File: src/rtl/regfile_wb_arbiter_pkg.sv
// Shared definitions for the register-file writeback arbiter: default
// geometry, the buffered write entry, and the round-robin grant rule.
package regfile_wb_arbiter_pkg;

  localparam int unsigned AW_DEF    = 4;
  localparam int unsigned DW_DEF    = 32;
  localparam int unsigned DEPTH_DEF = 2;

  // One buffered register write.
  typedef struct packed {
    logic [AW_DEF-1:0] addr;
    logic [DW_DEF-1:0] data;
  } wb_entry_t;

  // Which requester received the most recent grant.
  typedef enum logic {
    LAST_A = 1'b0,
    LAST_B = 1'b1
  } rr_last_e;

  // Returns {grant_b, grant_a}. A lone non-empty side always wins; on a
  // tie the side that was not granted last wins.
  function automatic logic [1:0] rr_grant(input logic a_ne, input logic b_ne,
                                          input rr_last_e last);
    logic ga;
    logic gb;
    ga = a_ne && (!b_ne || (last == LAST_B));
    gb = b_ne && !ga;
    return {gb, ga};
  endfunction

endpackage

File: src/rtl/regfile_wb_arbiter_wb_fifo.sv
// Small synchronous FIFO holding pending register writes for one requester.
// Besides the head entry it exposes every slot's valid flag and address so
// the owner can tell which registers still have writes in flight.
module wb_fifo
  import regfile_wb_arbiter_pkg::*;
#(
  parameter int unsigned DEPTH   = DEPTH_DEF,
  parameter int unsigned AW      = AW_DEF,
  parameter type         entry_t = wb_entry_t
) (
  input  logic                     clk_i,
  input  logic                     rst_ni,
  input  logic                     push_i,
  input  entry_t                   push_data_i,
  input  logic                     pop_i,
  output entry_t                   head_o,
  output logic                     full_o,
  output logic                     empty_o,
  output logic [DEPTH-1:0]         slot_vld_o,
  output logic [DEPTH-1:0][AW-1:0] slot_addr_o
);

  localparam int unsigned PW = (DEPTH > 1) ? $clog2(DEPTH) : 1;

  entry_t           mem_q [DEPTH];
  logic [DEPTH-1:0] vld_q;
  logic [PW-1:0]    wr_ptr_q;
  logic [PW-1:0]    rd_ptr_q;
  logic             push_ok;
  logic             pop_ok;

  // With a per-slot valid bit, "full" means the next write slot is still
  // occupied and "empty" means the read slot is vacant; DEPTH is a power of
  // two so the pointers wrap on their own.
  assign full_o     = vld_q[wr_ptr_q];
  assign empty_o    = ~vld_q[rd_ptr_q];
  assign head_o     = mem_q[rd_ptr_q];
  assign push_ok    = push_i & ~full_o;
  assign pop_ok     = pop_i & ~empty_o;
  assign slot_vld_o = vld_q;

  // Publish each slot's destination register for pending-write tracking.
  always_comb begin
    slot_addr_o = '0;
    for (int unsigned j = 0; j < DEPTH; j++) begin
      slot_addr_o[j] = mem_q[j].addr;
    end
  end

  // Occupancy and pointers; reset discards everything still buffered.
  always_ff @(posedge clk_i) begin
    if (!rst_ni) begin
      vld_q    <= '0;
      wr_ptr_q <= '0;
      rd_ptr_q <= '0;
    end else begin
      if (push_ok) begin
        vld_q[wr_ptr_q] <= 1'b1;
        wr_ptr_q        <= wr_ptr_q + PW'(1);
      end
      if (pop_ok) begin
        vld_q[rd_ptr_q] <= 1'b0;
        rd_ptr_q        <= rd_ptr_q + PW'(1);
      end
    end
  end

  // Entry storage is data only and is never cleared; slot valids gate it.
  always_ff @(posedge clk_i) begin
    if (push_ok) begin
      mem_q[wr_ptr_q] <= push_data_i;
    end
  end

endmodule

File: src/rtl/regfile_wb_arbiter.sv
// Merges ALU (A) and load (B) writebacks into the single register-file
// write port. Each side is buffered in its own FIFO; one head is popped per
// cycle, round-robin on ties, and registered onto wr_*. Writes to register 0
// are drained but never strobed. busy_mask flags registers with a write
// still buffered or sitting on the output stage.
module regfile_wb_arbiter
  import regfile_wb_arbiter_pkg::*;
#(
  parameter int unsigned DEPTH = DEPTH_DEF,
  parameter int unsigned AW    = AW_DEF,
  parameter int unsigned DW    = DW_DEF
) (
  input  logic              clk,
  input  logic              reset,
  input  logic              a_valid,
  output logic              a_ready,
  input  logic [AW-1:0]     a_addr,
  input  logic [DW-1:0]     a_data,
  input  logic              b_valid,
  output logic              b_ready,
  input  logic [AW-1:0]     b_addr,
  input  logic [DW-1:0]     b_data,
  output logic              wr_en,
  output logic [AW-1:0]     wr_addr,
  output logic [DW-1:0]     wr_data,
  output logic [2**AW-1:0]  busy_mask
);

  typedef struct packed {
    logic [AW-1:0] addr;
    logic [DW-1:0] data;
  } entry_t;

  entry_t                   a_push_data;
  entry_t                   b_push_data;
  entry_t                   a_head;
  entry_t                   b_head;
  entry_t                   sel;
  logic                     a_full;
  logic                     a_empty;
  logic                     b_full;
  logic                     b_empty;
  logic                     a_push;
  logic                     b_push;
  logic [1:0]               grant;
  logic                     pop_a;
  logic                     pop_b;
  logic [DEPTH-1:0]         a_slot_vld;
  logic [DEPTH-1:0]         b_slot_vld;
  logic [DEPTH-1:0][AW-1:0] a_slot_addr;
  logic [DEPTH-1:0][AW-1:0] b_slot_addr;
  logic [2**AW-1:0]         busy_vec;

  rr_last_e                 last_q;
  rr_last_e                 last_d;
  logic                     wr_en_q;
  logic                     wr_en_d;
  logic [AW-1:0]            wr_addr_q;
  logic [AW-1:0]            wr_addr_d;
  logic [DW-1:0]            wr_data_q;
  logic [DW-1:0]            wr_data_d;

  // Ready reflects only fullness: a pop in the same cycle does not free a
  // slot for the incoming request until the next cycle.
  assign a_ready     = reset & ~a_full;
  assign b_ready     = reset & ~b_full;
  assign a_push      = a_valid & a_ready;
  assign b_push      = b_valid & b_ready;
  assign a_push_data = '{addr: a_addr, data: a_data};
  assign b_push_data = '{addr: b_addr, data: b_data};

  wb_fifo #(
    .DEPTH   (DEPTH),
    .AW      (AW),
    .entry_t (entry_t)
  ) u_fifo_a (
    .clk_i       (clk),
    .rst_ni      (reset),
    .push_i      (a_push),
    .push_data_i (a_push_data),
    .pop_i       (pop_a),
    .head_o      (a_head),
    .full_o      (a_full),
    .empty_o     (a_empty),
    .slot_vld_o  (a_slot_vld),
    .slot_addr_o (a_slot_addr)
  );

  wb_fifo #(
    .DEPTH   (DEPTH),
    .AW      (AW),
    .entry_t (entry_t)
  ) u_fifo_b (
    .clk_i       (clk),
    .rst_ni      (reset),
    .push_i      (b_push),
    .push_data_i (b_push_data),
    .pop_i       (pop_b),
    .head_o      (b_head),
    .full_o      (b_full),
    .empty_o     (b_empty),
    .slot_vld_o  (b_slot_vld),
    .slot_addr_o (b_slot_addr)
  );

  // Pick at most one head and form the next output-stage contents.
  always_comb begin
    grant     = rr_grant(~a_empty, ~b_empty, last_q);
    pop_a     = grant[0];
    pop_b     = grant[1];
    sel       = pop_b ? b_head : a_head;
    wr_en_d   = 1'b0;
    wr_addr_d = wr_addr_q;
    wr_data_d = wr_data_q;
    last_d    = last_q;
    if (pop_a || pop_b) begin
      wr_en_d   = (sel.addr != '0);
      wr_addr_d = sel.addr;
      wr_data_d = sel.data;
      last_d    = pop_b ? LAST_B : LAST_A;
    end
  end

  // Output stage and round-robin history; reset leaves A winning the first tie.
  always_ff @(posedge clk) begin
    if (!reset) begin
      wr_en_q   <= 1'b0;
      wr_addr_q <= '0;
      wr_data_q <= '0;
      last_q    <= LAST_B;
    end else begin
      wr_en_q   <= wr_en_d;
      wr_addr_q <= wr_addr_d;
      wr_data_q <= wr_data_d;
      last_q    <= last_d;
    end
  end

  // A register is busy while any buffered entry or the strobed output stage
  // targets it; register 0 is never reported.
  always_comb begin
    busy_vec = '0;
    for (int unsigned j = 0; j < DEPTH; j++) begin
      if (a_slot_vld[j]) busy_vec[a_slot_addr[j]] = 1'b1;
      if (b_slot_vld[j]) busy_vec[b_slot_addr[j]] = 1'b1;
    end
    if (wr_en_q) busy_vec[wr_addr_q] = 1'b1;
    busy_vec[0] = 1'b0;
  end

  assign wr_en     = wr_en_q;
  assign wr_addr   = wr_addr_q;
  assign wr_data   = wr_data_q;
  assign busy_mask = busy_vec;

endmodule
File: config.mk
export PLATFORM = sky130hd
export DESIGN_NAME = regfile_wb_arbiter
export DESIGN_NICKNAME = d
export VERILOG_FILES = /design/src/rtl/regfile_wb_arbiter_pkg.sv /design/src/rtl/regfile_wb_arbiter_wb_fifo.sv /design/src/rtl/regfile_wb_arbiter.sv
export SDC_FILE = /design/constraint.sdc
export NUM_CORES = 1
export LEC_CHECK = 0
export ABC_AREA = 0
export CORE_MARGIN = 5
export CORE_UTILIZATION = 54
export DETAILED_ROUTE_END_ITERATION = 6
export GPL_TIMING_DRIVEN = 0
export PLACE_DENSITY = 0.8
export SETUP_SLACK_MARGIN = 0.5
export SYNTH_ARGS = -nofsm -noshare
export SYNTH_HDL_FRONTEND = slang
export SYNTH_HIERARCHICAL = 1
export SYNTH_SLANG_ARGS = --single-unit
File: constraint.sdc
create_clock -name clk -period 3.5 [get_ports clk]
set_input_delay 0.7 -clock clk [delete_from_list [all_inputs] [get_ports clk]]
set_output_delay 0.7 -clock clk [all_outputs]
set_load 0.03 [all_outputs]
## Word level (Yosys, flattened, before mapping)

Memory sizes are Yosys's and may differ from the RTL's. A register that Yosys moved wholly into a read port is not among the register bits.
Index checks and enable logic that the tools add are counted.

- Muxes and demuxes: 47
- $lt $le $gt $ge: 18
- Bitwise logic cells: 21
- Reduce and logical (&&, ||, !) cells: 16
- Add/sub/neg operators: 4

Operators with widths:

| kind | count |
|---|---|
| 16-bit two-way mux | 5 |
| 16-bit OR | 4 |
| 36-bit two-way mux | 1 |
| 1-bit two-way mux | 26 |
| 4-bit by 5-bit less-than comparator with 1-bit output, second input constant | 5 |
| 1-bit demux with 4-bit select | 5 |
| 4-bit by 1-bit >= comparator with 1-bit output, second input constant | 5 |
| 2-bit two-way mux | 6 |
| 1-bit logical AND | 11 |
| 1-bit AND | 8 |
| 1-bit by 2-bit less-than comparator with 1-bit output, second input constant | 4 |
| 1-bit adder, second input constant | 4 |
| 2-bit AND | 2 |
| 1-bit demux with 1-bit select | 4 |
| 1-bit >= comparator, second input constant | 4 |
| 2-bit NOT | 2 |
| 2-bit OR | 2 |
| 4-bit nonzero test | 1 |
| 1-bit NOT | 3 |
| 1-bit logical OR | 2 |
| 2-bit AND reduction | 1 |
| 1-bit logical NOT | 1 |

- Register bits after elaboration: 46
- Bits in writable memories: 144
- Output and inout bits: 55
- Memories: 2
- Input bits: 76
- Word-level logic and storage cells: 118

Memories:

| memory | words | width | read ports | clocked after Yosys merged registers in | write ports | line | source |
|---|---|---|---|---|---|---|---|
| u_fifo_a.mem_q | 2 | 36 | 3 | 1 | 1 | regfile_wb_arbiter_wb_fifo.sv:25 | `entry_t mem_q [DEPTH];` |
| u_fifo_b.mem_q | 2 | 36 | 3 | 1 | 1 | regfile_wb_arbiter_wb_fifo.sv:25 |  |

## Longest topological paths before layout

Gate-level depths: netlist of run 1.
An unclocked memory read counts as a cell.

- Depth in word-level cells: 14
- Depth in mapped cells: 7
- Depth with buffers taken out: 5

## Hierarchy

The synthesis of run 1 kept the hierarchy.

Modules (own cells, without submodules):

| module | times used | cells each | seq. area each (µm²) | area an instance (µm²) |
|---|---|---|---|---|
| wb_fifo | 2 | 142 | 2262.2 | 3030.4 |
| regfile_wb_arbiter | 1 | 298 | 760.7 | 2288.4 |

## Worst setup path after synthesis of run 1

No wires, ideal clock.

- Kind: input -> register
- Start: input reset
- End: memory u_fifo_b/mem_q[0][0] (netlist name) (enable)
- Data required time: 3.067 ns
- Arrival: 3.267 ns
- Buffers on the path: 0
- Setup time: 0.433 ns
- Setup slack: -0.200 ns
- Stages on the path: 4
- Path through: nor2b_1 -> and2_1 -> nor2b_1 -> nor2b_1

- Word-level cells in the longest chain between the ends: 5

RTL lines:

| element | line | source |
|---|---|---|
| from (decl) | regfile_wb_arbiter.sv:14 | `input logic reset,` |
| 1-bit AND | regfile_wb_arbiter.sv:66 | `assign b_ready = reset & ~b_full;` |
| 1-bit AND | regfile_wb_arbiter.sv:68 | `assign b_push = b_valid & b_ready;` |
| via b_push | regfile_wb_arbiter.sv:44 | `logic b_push;` |
| 1-bit AND | regfile_wb_arbiter_wb_fifo.sv:38 | `assign push_ok = push_i & ~full_o;` |
| 1-bit two-way mux | regfile_wb_arbiter_wb_fifo.sv:70 | `if (push_ok) begin` |
| 1-bit two-way mux (not written as such) | regfile_wb_arbiter_wb_fifo.sv:71 | `mem_q[wr_ptr_q] <= push_data_i;` |
| to (decl) | regfile_wb_arbiter_wb_fifo.sv:25 |  |

The timed path passes the listed nets, and every way through them passes these cells.

==> metrics.csv, run 1 <==
metric;value;unit
status;finished clean;
Leak Pwr;3.856;nW
global-route wire length before repair;31830;um
Clk pwr share;35.8;%
Slowest cell on crit path;or3b_2;
CTS Hold Bufs;0;
yosys warns;6;
Synth cell types;47;
VDD IR max;444.8;uV
worst reg2reg path depth;5;
synth top area cells;edfxtp_1, dfxtp_1, mux2_4;
core area;0.01520;mm^2
Die Ht;134.3;um
CP endpoint kind;primary output;
DRC errors left;0;
leading area contributor after synthesis;edfxtp_1;
maximum fanout along the worst path;4;
crit path cell chain;buf_4 > or3b_2 > o32ai_1 > nand3b_1 > dlygate4sd2_1;
largest net degree at the start of global routing;37;
Sequential Power Share;50.5;%
Total GRT Usage;23.43;%
Post-synth EDFFs;144;
most instantiated cells after synthesis;edfxtp_1, mux2_4, nand2_1;
Pwr Total;5.228;mW
Syn Area/Cell;14.35;um^2
Worst path max stage delay;510;ps
Die ar.;0.01805;mm^2
ANT nets after route;0;
DP HPWL;14590;um
Critical Path RT;2800;ps
Diodes inserted;0;
Period minus WS final;2920;ps
total I/O pin count;131;
Netlist Area Pre-Place;0.008349;mm^2
most instantiated library cell after synthesis;edfxtp_1;
FF+latch count, synth;192;
FP Rows;45;
kind of critical path;register to primary output;
reg2reg start;u_fifo_b/wr_ptr_q;
share of cells above drive strength 1;20.72;%
RePlAce Congestion;0.8598;
antenna violations before repair;0;
Arr. time, crit path;2220;ps
TritonCTS clock tree;built;
final hold violation count;0;
gate count after technology mapping;582;
Synth top area share;51.79;%
switching share of power;24.47;%
total wire length;21400;um
hold path startpoint;wr_data[21];
cell area after layout;0.01059;mm^2
GRT overflow;0;
Fmax achieved;342.4;MHz
worst min path class;register to register;
fin crit share;83.43;%
average wire per standard cell;22.86;um
reg2reg end;u_fifo_b/mem_q[0][13];
post-synth net total;658;
vias in the first global route;5667;
Area growth syn-to-layout;26.87;%
Hold WS;452.8;ps
1st-iter DRT viols;399;
register area share after synthesis;63.30;%
P_int;3.949;mW
clock buffers created by TritonCTS;17;
Clock Skew;7.369;ps
Comb power frac;13.7;%
RSZ-0062 raised after global routing;no;
Initial Utilization;54.92;%
Cell Pwr Density;493.6;mW/mm^2
clock slew at reported path FFs;60;ps
Setup-failing EPs final;0;
Max Slew Vio Count;0;
Die Span X;134.3;um
placed cell areas;0.009953;mm^2
Top FF cell, synth;edfxtp_1;
CTS Buffer Depth;2;
DRT Pass-1 Iters;5;
hold path depth;2;
max-cap violations;0;
actual slew at the worst max-slew pin;712.7;ps
startpoint type of the worst setup path;register;
nets@finish;811;
total clock sinks;192;
Via density;5.765;
Max-slew headroom;52.37;%
worst skew pair latency;430;ps
Psw;1.279;mW
Root Driver;clkbuf_16;
PortBufs;129;
H-tree depth;4;
via count;5396;
ys async rst share;0;%
Final TNS setup;0;ps
hold endpoint;wr_data[21];
Worst R2R Setup Slack;920;ps
area by class of cell:
type	instances	area, um^2
clock inverter	11	102.6
fill	1035	4609
timing repair buffer	132	1360
multi-input combinational	344	2748
sequential	192	5288
buffer	40	359.1
inverter	8	30.03
clock buffer	21	470.5
tap	188	235.2
registers in the layout, indices dropped and copies added, names as in the netlist, named ones only:
signal and count:
u_fifo_a/mem_q 72, u_fifo_b/rd_ptr_q 1, u_fifo_b/mem_q 72, wr_data 32
u_fifo_a/wr_ptr_q 1, u_fifo_a/slot_vld_o 2, u_fifo_b/slot_vld_o 2, wr_addr 4
u_fifo_b/wr_ptr_q 1, u_fifo_a/rd_ptr_q 1, last_q 1, wr_en 1
power groups by stage:
stage / Clock [mW] / Sequential (mW) / Combinational, mW
after floorplan: 0 / 2.75 / 0.315
after global placement: 0 / 2.68 / 0.680
after detailed placement: 0 / 2.69 / 0.704
after CTS: 1.88 / 2.64 / 0.709
after global routing: 1.98 / 2.65 / 0.756
final: 1.87 / 2.64 / 0.717
per-stage QoR:
stage / util, % / instances / setup WS (ps)
floorplan: - / 582 / 643.2
global placement: 65.09 / 899 / -513.2
detailed placement: 65.47 / 901 / -31.44
CTS: 69.25 / 933 / 432.0
global route: 69.68 / 936 / 512.8
finish: 69.68 / 936 / 579.8
what timing repair did:
action,CTS,global route
cloned,0,2
pin swaps,0,0
gates resized for setup,16,10
setup endpoints to repair,88,78
buffers inserted,0,1
kinds of logic (layout without fill, tap and decap cells):
kind of cell / after synthesis / after routing / share of synthesized area (%)
buffers and inverters: 48 / 212 / 4.616
muxes: 112 / 112 / 17.23
other: 1 / 1 / 0.04491
DFF: 192 / 192 / 63.30
and+or+nand+nor: 147 / 149 / 8.572
AOI/OAI and AO/OA: 82 / 82 / 6.234
layer usage:
layer	global-route usage [%]	vias to the layer above	wire, um	share of wire [%]
met3	6.002	39	1141	5.3
met2	40.78	204	11140	52
li1	-	2463	-	-
met1	28.11	2690	8620	40
met5	0	-	0	0
met4	8.710	0	499	2.3
critical path, delay by kind of cell (launching register included):
kind	cells	cell delay (ps)
and+or+nand+nor	2	690
buffers and inverters	2	600
DFF	1	390
AOI/OAI and AO/OA	1	120
cell usage in the layout, fill, tap and decap left out, types with 4 or more instances in the layout:
cell type and n:
inv_1 7, a21oi_1 12, nor3_1 9, dfxtp_1 46, clkbuf_16 17, nor2b_4 4, dlymetal6s2s_1 6, nand2_1 53
clkdlybuf4s50_1 112, o21ai_0 9, dlygate4sd2_1 11, o22ai_1 6, edfxtp_1 144, o21ai_1 27, mux2i_1 38, buf_4 19
nand2b_1 10, nor2_1 24, a22oi_1 5, mux2_2 14, nor2b_1 11, nand3_1 13, buf_12 8, clkbuf_1 7
nand3b_1 10, mux2_4 60
how the worst max path moves through the flow:
stage | cells past startpoint | slack (ps) | startpoint | to
global placement | 5 | -510 | reset | u_fifo_b/mem_q[1][34]
floorplan | 4 | 640 | reset | u_fifo_a/mem_q[1][0]
global route | 5 | 510 | u_fifo_a/mem_q[1][34] | busy_mask[1]
detailed placement | 5 | -30 | reset | u_fifo_b/mem_q[0][28]
CTS | 5 | 430 | reset | u_fifo_a/mem_q[0][17]
finish | 5 | 580 | u_fifo_b/mem_q[1][34] | busy_mask[1]
Power figures use the tool's default switching activity.
==> run 2, diff against run 1 <==
clock period = 2.9 ns   (was 3.5 ns; I/O delays follow)
==> metrics.csv, run 2 (synthesis gave the netlist of run 1 again) <==
metric;value;unit;change
clock slew at reported path FFs;70;ps;was 60 ps
most frequent cells in the layout;edfxtp_1, clkdlybuf4s50_1, mux2_4;;unchanged
status;finished clean;;unchanged
commonest non-fill, non-tap cell in the layout;edfxtp_1;;unchanged
clock buffers created by TritonCTS;17;;unchanged
1st-iter DRT viols;458;;was 399
DRC errors left;0;;unchanged
GRT overflow;0;;unchanged
fin crit share;83.01;%;
kind of critical path;register to primary output;;unchanged
Die ar.;0.01805;mm^2;unchanged
global-route wire length before repair;32370;um;was 31830 um
H-tree depth;4;;unchanged
Fillers;1029;;was 1035
Die Ht;134.3;um;unchanged
startpoint type of the worst setup path;register;;unchanged
CTS Buffer Depth;2;;unchanged
Diodes inserted;0;;unchanged
largest net degree at the start of global routing;19;;was 37
Fmax achieved;415.4;MHz;
core area;0.01520;mm^2;unchanged
Psw;1.560;mW;was 1.279 mW
average wire per standard cell;22.40;um;was 22.86 um
Area growth syn-to-layout;29.78;%;was 26.87%
total I/O pin count;131;;unchanged
DP Worst Slack;-630.7;ps;was -31.44 ps
share of cells above drive strength 1;27.36;%;was 20.72%
total clock sinks;192;;unchanged
ANT nets after route;0;;unchanged
Pwr Total;6.288;mW;was 5.228 mW
crit path cell chain;buf_6 > or3b_4 > o211ai_1 > buf_4;;was buf_4 > or3b_2 > o32ai_1 > nand3b_1 > dlygate4sd2_1
actual slew at the worst max-slew pin;716.2;ps;was 712.7 ps
Max Slew Vio Count;0;;unchanged
Leak Pwr;3.872;nW;was 3.856 nW
worst skew pair latency;420;ps;was 430 ps
Critical Path RT;2320;ps;was 2800 ps
CP endpoint kind;primary output;;unchanged
FP Rows;45;;unchanged
VDD IR max;447.3;uV;was 444.8 uV
Via density;5.718;;was 5.765
Clk pwr share;35.0;%;was 35.8%
DRT Pass-1 Iters;6;;was 5
via count;5444;;was 5396
Setup-failing EPs final;0;;unchanged
multi-input logic area;0.002874;mm^2;was 0.002748 mm^2
switching share of power;24.82;%;was 24.47%
Worst path max stage delay;420;ps;was 510 ps
vias in the first global route;5737;;was 5667
Root Driver;clkbuf_16;;unchanged
PortBufs;129;;unchanged
worst path bufs/invs;2;;unchanged
TritonCTS clock tree;built;;unchanged
Die Span X;134.3;um;unchanged
nets@finish;827;;was 811
Cell Pwr Density;580.3;mW/mm^2;was 493.6 mW/mm^2
Slowest cell on crit path;or3b_4;;was or3b_2
CP top delay family;simple AND/OR/NAND/NOR gates;;unchanged
RePlAce Congestion;0.8795;;was 0.8598
final hold violation count;0;;unchanged
total wire length;21320;um;was 21400 um
Comb power frac;14.3;%;was 13.7%
Sequential Power Share;50.7;%;was 50.5%
P_int;4.728;mW;was 3.949 mW
FF+latch area;0.005291;mm^2;was 0.005288 mm^2
Arr. time, crit path;1830;ps;was 2220 ps
worst min path class;register to register;;unchanged
setup slack after layout;492.6;ps;was 579.8 ps
DP HPWL;13930;um;was 14590 um
Max-slew headroom;52.14;%;was 52.37%
max-cap violations;0;;unchanged
Total GRT Usage;24.00;%;was 23.43%
Period minus WS final;2407;ps;
antenna violations before repair;1;;was 0
Initial Utilization;54.92;%;unchanged
Clock Skew;10.30;ps;was 7.369 ps
maximum fanout along the worst path;4;;unchanged
RSZ-0062 raised after global routing;yes;;was no
## run 2: changes by cell type in the layout (fill, tap and decap cells not counted), sizes merged, moves of 2 or more
| cell | change |
|---|---|
| clkdlybuf4s15 | +2 |
| dlymetal6s2s | -6 |
| clkinv | +3 |
| buf | +28 |
| clkbuf | -3 |
| nor2 | +2 |
| dlygate4sd2 | -9 |
## run 2: path summary, 6_finish.rpt
| kind | start | end | slack (ps) | depth (start not counted) |
|---|---|---|---|---|
| setup / recovery | u_fifo_b/mem_q[1][35] | busy_mask[2] | 490 | 4 |
| hold reg to reg | wr_data[6] | wr_data[6] | 450 | 2 |
| setup reg to reg | u_fifo_a/wr_ptr_q | u_fifo_a/mem_q[0][7] | 550 | 6 |
| hold / removal | wr_data[6] | wr_data[6] | 450 | 2 |
## run 2: area by class of cell
cell class / count / area share (%)
buffer: 40 / 3.533
clock buffer: 18 / 3.961
clock inverter: 14 / 1.236
inverter: 8 / 0.2771
multi-input combinational: 346 / 26.52
sequential: 192 / 48.83
tap: 188 / 2.171
timing repair buffer: 146 / 13.46
## run 2: what timing repair did
| action | CTS | global route |
|---|---|---|
| hold buffers | 0 | 0 |
| pin swaps | 4 | 9 |
| endpoints found under the hold margin | 0 | 0 |
| resized for setup | 106 | 32 |
| gates cloned | 4 | 0 |
| setup buffers | 9 | 8 |
| setup endpoints to repair | 161 | 50 |
## run 2: layer usage
layer,global-route usage [%],vias up,wire [um]
met5,0,-,13
met4,8.032,2,462
met3,5.439,33,1331
met2,42.32,209,11110
met1,29.18,2697,8407
li1,-,2503,-
## run 2: power by group through the flow
| stage | combinational [mW] | clock (mW) | sequential (mW) |
|---|---|---|---|
| after global placement | 0.821 | 0 | 3.23 |
| final | 0.900 | 2.20 | 3.19 |
| after floorplan | 0.386 | 0 | 3.32 |
| after global routing | 0.950 | 2.34 | 3.20 |
| after CTS | 0.891 | 2.22 | 3.19 |
| after detailed placement | 0.839 | 0 | 3.24 |
## run 2: through the flow
step | hold slack, ps | TNS [ps] | util [%] | instances | cell area (um^2)
6_report | 452.4 | 0 | 71.28 | 952 | 10840
5_1_grt | 473.6 | 0 | 71.28 | 952 | 10840
4_1_cts | 454.1 | 0 | 70.25 | 944 | 10680
3_5_place_dp | 444.6 | -72910 | 65.26 | 899 | 9921
3_3_place_gp | 439.2 | -65030 | 65.26 | 899 | 9921
2_1_floorplan | 473.8 | 0 | - | 582 | 8394
## run 2: worst min-delay path, stage by stage (launching register included)
cell and delay (ps):
dfxtp_1 310, nand2_1 50, o21ai_1 50
==> run 3, diff against run 2 <==
CORE_UTILIZATION = 49   (was 54)
PLACE_DENSITY = 0.77   (was 0.8)
clock period = 2 ns   (was 2.9 ns; I/O delays follow)
==> metrics.csv, run 3 (synthesis gave the netlist of run 1 again) <==
metric;value;unit;change
status;finished, violations left;;was finished clean
violated checks;negative setup slack;;
cell area after layout;0.01227;mm^2;was 0.01084 mm^2
Via density;5.626;;was 5.718
via count;5885;;was 5444
worst min path class;register to register;;unchanged
startpoint type of the worst setup path;register;;unchanged
Die Span X;140.5;um;was 134.3 um
most frequent cells in the layout;edfxtp_1, clkdlybuf4s50_1, mux2_4;;unchanged
clock buffers created by TritonCTS;17;;unchanged
setup slack after layout;-246.9;ps;was 492.6 ps
Max Slew Vio Count;0;;unchanged
Leak Pwr;4.747;nW;was 3.872 nW
nets@finish;889;;was 827
placed cell areas;0.01014;mm^2;was 0.009921 mm^2
Cell Pwr Density;808.0;mW/mm^2;was 580.3 mW/mm^2
largest net degree at the start of global routing;19;;unchanged
Arr. time, crit path;1850;ps;was 1830 ps
maximum fanout along the worst path;4;;unchanged
H-tree depth;4;;unchanged
Period minus WS final;2247;ps;
TritonCTS clock tree;built;;unchanged
Die ar.;0.01975;mm^2;was 0.01805 mm^2
kind of critical path;register to primary output;;unchanged
global-route wire length before repair;35660;um;was 32370 um
commonest non-fill, non-tap cell in the layout;edfxtp_1;;unchanged
RePlAce Congestion;0.8742;;was 0.8795
Setup-failing EPs final;15;;was 0
clock slew at reported path FFs;70;ps;about the same
Clock Skew;9.674;ps;was 10.30 ps
core area;0.01664;mm^2;was 0.01520 mm^2
CP endpoint kind;primary output;;unchanged
DRT Pass-1 Iters;5;;was 6
average wire per standard cell;24.41;um;was 22.40 um
share of cells above drive strength 1;45.16;%;was 27.36%
vias in the first global route;6200;;was 5737
total clock sinks;192;;unchanged
PortBufs;129;;unchanged
Total GRT Usage;24.21;%;was 24.00%
Critical Path RT;1600;ps;was 2320 ps
ANT nets after route;0;;unchanged
Initial Utilization;50.17;%;was 54.92%
DP HPWL;14030;um;was 13930 um
Die Ht;140.5;um;was 134.3 um
fin crit share;112.3;%;
VDD IR max;820.0;uV;was 447.3 uV
Fmax achieved;445.1;MHz;
total I/O pin count;131;;unchanged
final hold violation count;0;;unchanged
Area growth syn-to-layout;46.94;%;was 29.78%
Diodes inserted;0;;unchanged
GRT overflow;0;;unchanged
Root Driver;clkbuf_16;;unchanged
FP Rows;47;;was 45
worst skew pair latency;430;ps;was 420 ps
CTS Buffer Depth;2;;unchanged
total wire length;25540;um;was 21320 um
RSZ-0062 raised after global routing;yes;;unchanged
antenna violations before repair;0;;was 1
DP Worst Slack;-1321;ps;was -630.7 ps
1st-iter DRT viols;448;;was 458
CTS Hold Bufs;0;;unchanged
max-cap violations;0;;unchanged
DRC errors left;0;;unchanged
==> run 3: path summary, 6_finish.rpt <==
check                        start               endpoint  slack, ps  depth (start not counted)
max          u_fifo_b/mem_q[1][35]           busy_mask[1]       -250                          5
min                     wr_data[5]             wr_data[5]        450                          2
max reg2reg      u_fifo_a/wr_ptr_q  u_fifo_a/mem_q[0][27]          0                          8
min reg2reg             wr_data[5]             wr_data[5]        450                          2
==> run 3: power breakdown <==
group / switching (mW) / total (mW) / internal (mW)
logic: 0.837 / 1.68 / 0.845
registers: 0.120 / 4.62 / 4.50
clock network: 1.54 / 3.61 / 2.07
total: 2.50 / 9.91 / 7.42
==> run 3: worst max-delay path, stage by stage, from the launching register on <==
cell and delay [ps]:
edfxtp_1 400, buf_6 140, or3b_4 420, o32ai_2 110
nand3b_1 200, buf_6 150
==> run 3: layer usage <==
layer  vias to the layer above  wire (um)  global-route usage, %
li1                       2631          -                      -
met2                       254      13340                  42.24
met5                         -          0                      0
met1                      2947      10050                  29.38
met4                         0        741                  10.30
met3                        53       1409                  4.533
==> run 3: layout make-up <==
cell class	instances	area (um^2)
buffer	40	509.2
clock buffer	20	457.9
clock inverter	12	172.7
fill	1000	4374
inverter	8	30.03
multi-input combinational	346	3243
sequential	192	5323
tap	220	275.3
timing repair buffer	208	2257
==> run 3: stage by stage <==
| stage | hold slack (ps) | utilization, % | instances | total power, mW | TNS (ps) |
|---|---|---|---|---|---|
| 3_5_place_dp | 443.8 | 60.96 | 931 | 5.962 | -193940 |
| 3_3_place_gp | 442.2 | 60.96 | 931 | 5.927 | -183150 |
| 5_1_grt | 467.1 | 73.72 | 1046 | 10.23 | -4100 |
| 4_1_cts | 451.4 | 70.76 | 1018 | 9.703 | -2665 |
| 6_report | 446.7 | 73.72 | 1046 | 9.913 | -2735 |
| 2_1_floorplan | 461.9 | - | 582 | 5.416 | -26080 |
==> run 3: repair_timing <==
action / in CTS / in global routing
endpoints found under the setup margin: 245 / 242
buffers inserted: 45 / 25
gates resized for setup: 213 / 123
pin swaps: 45 / 48
cloned: 10 / 3
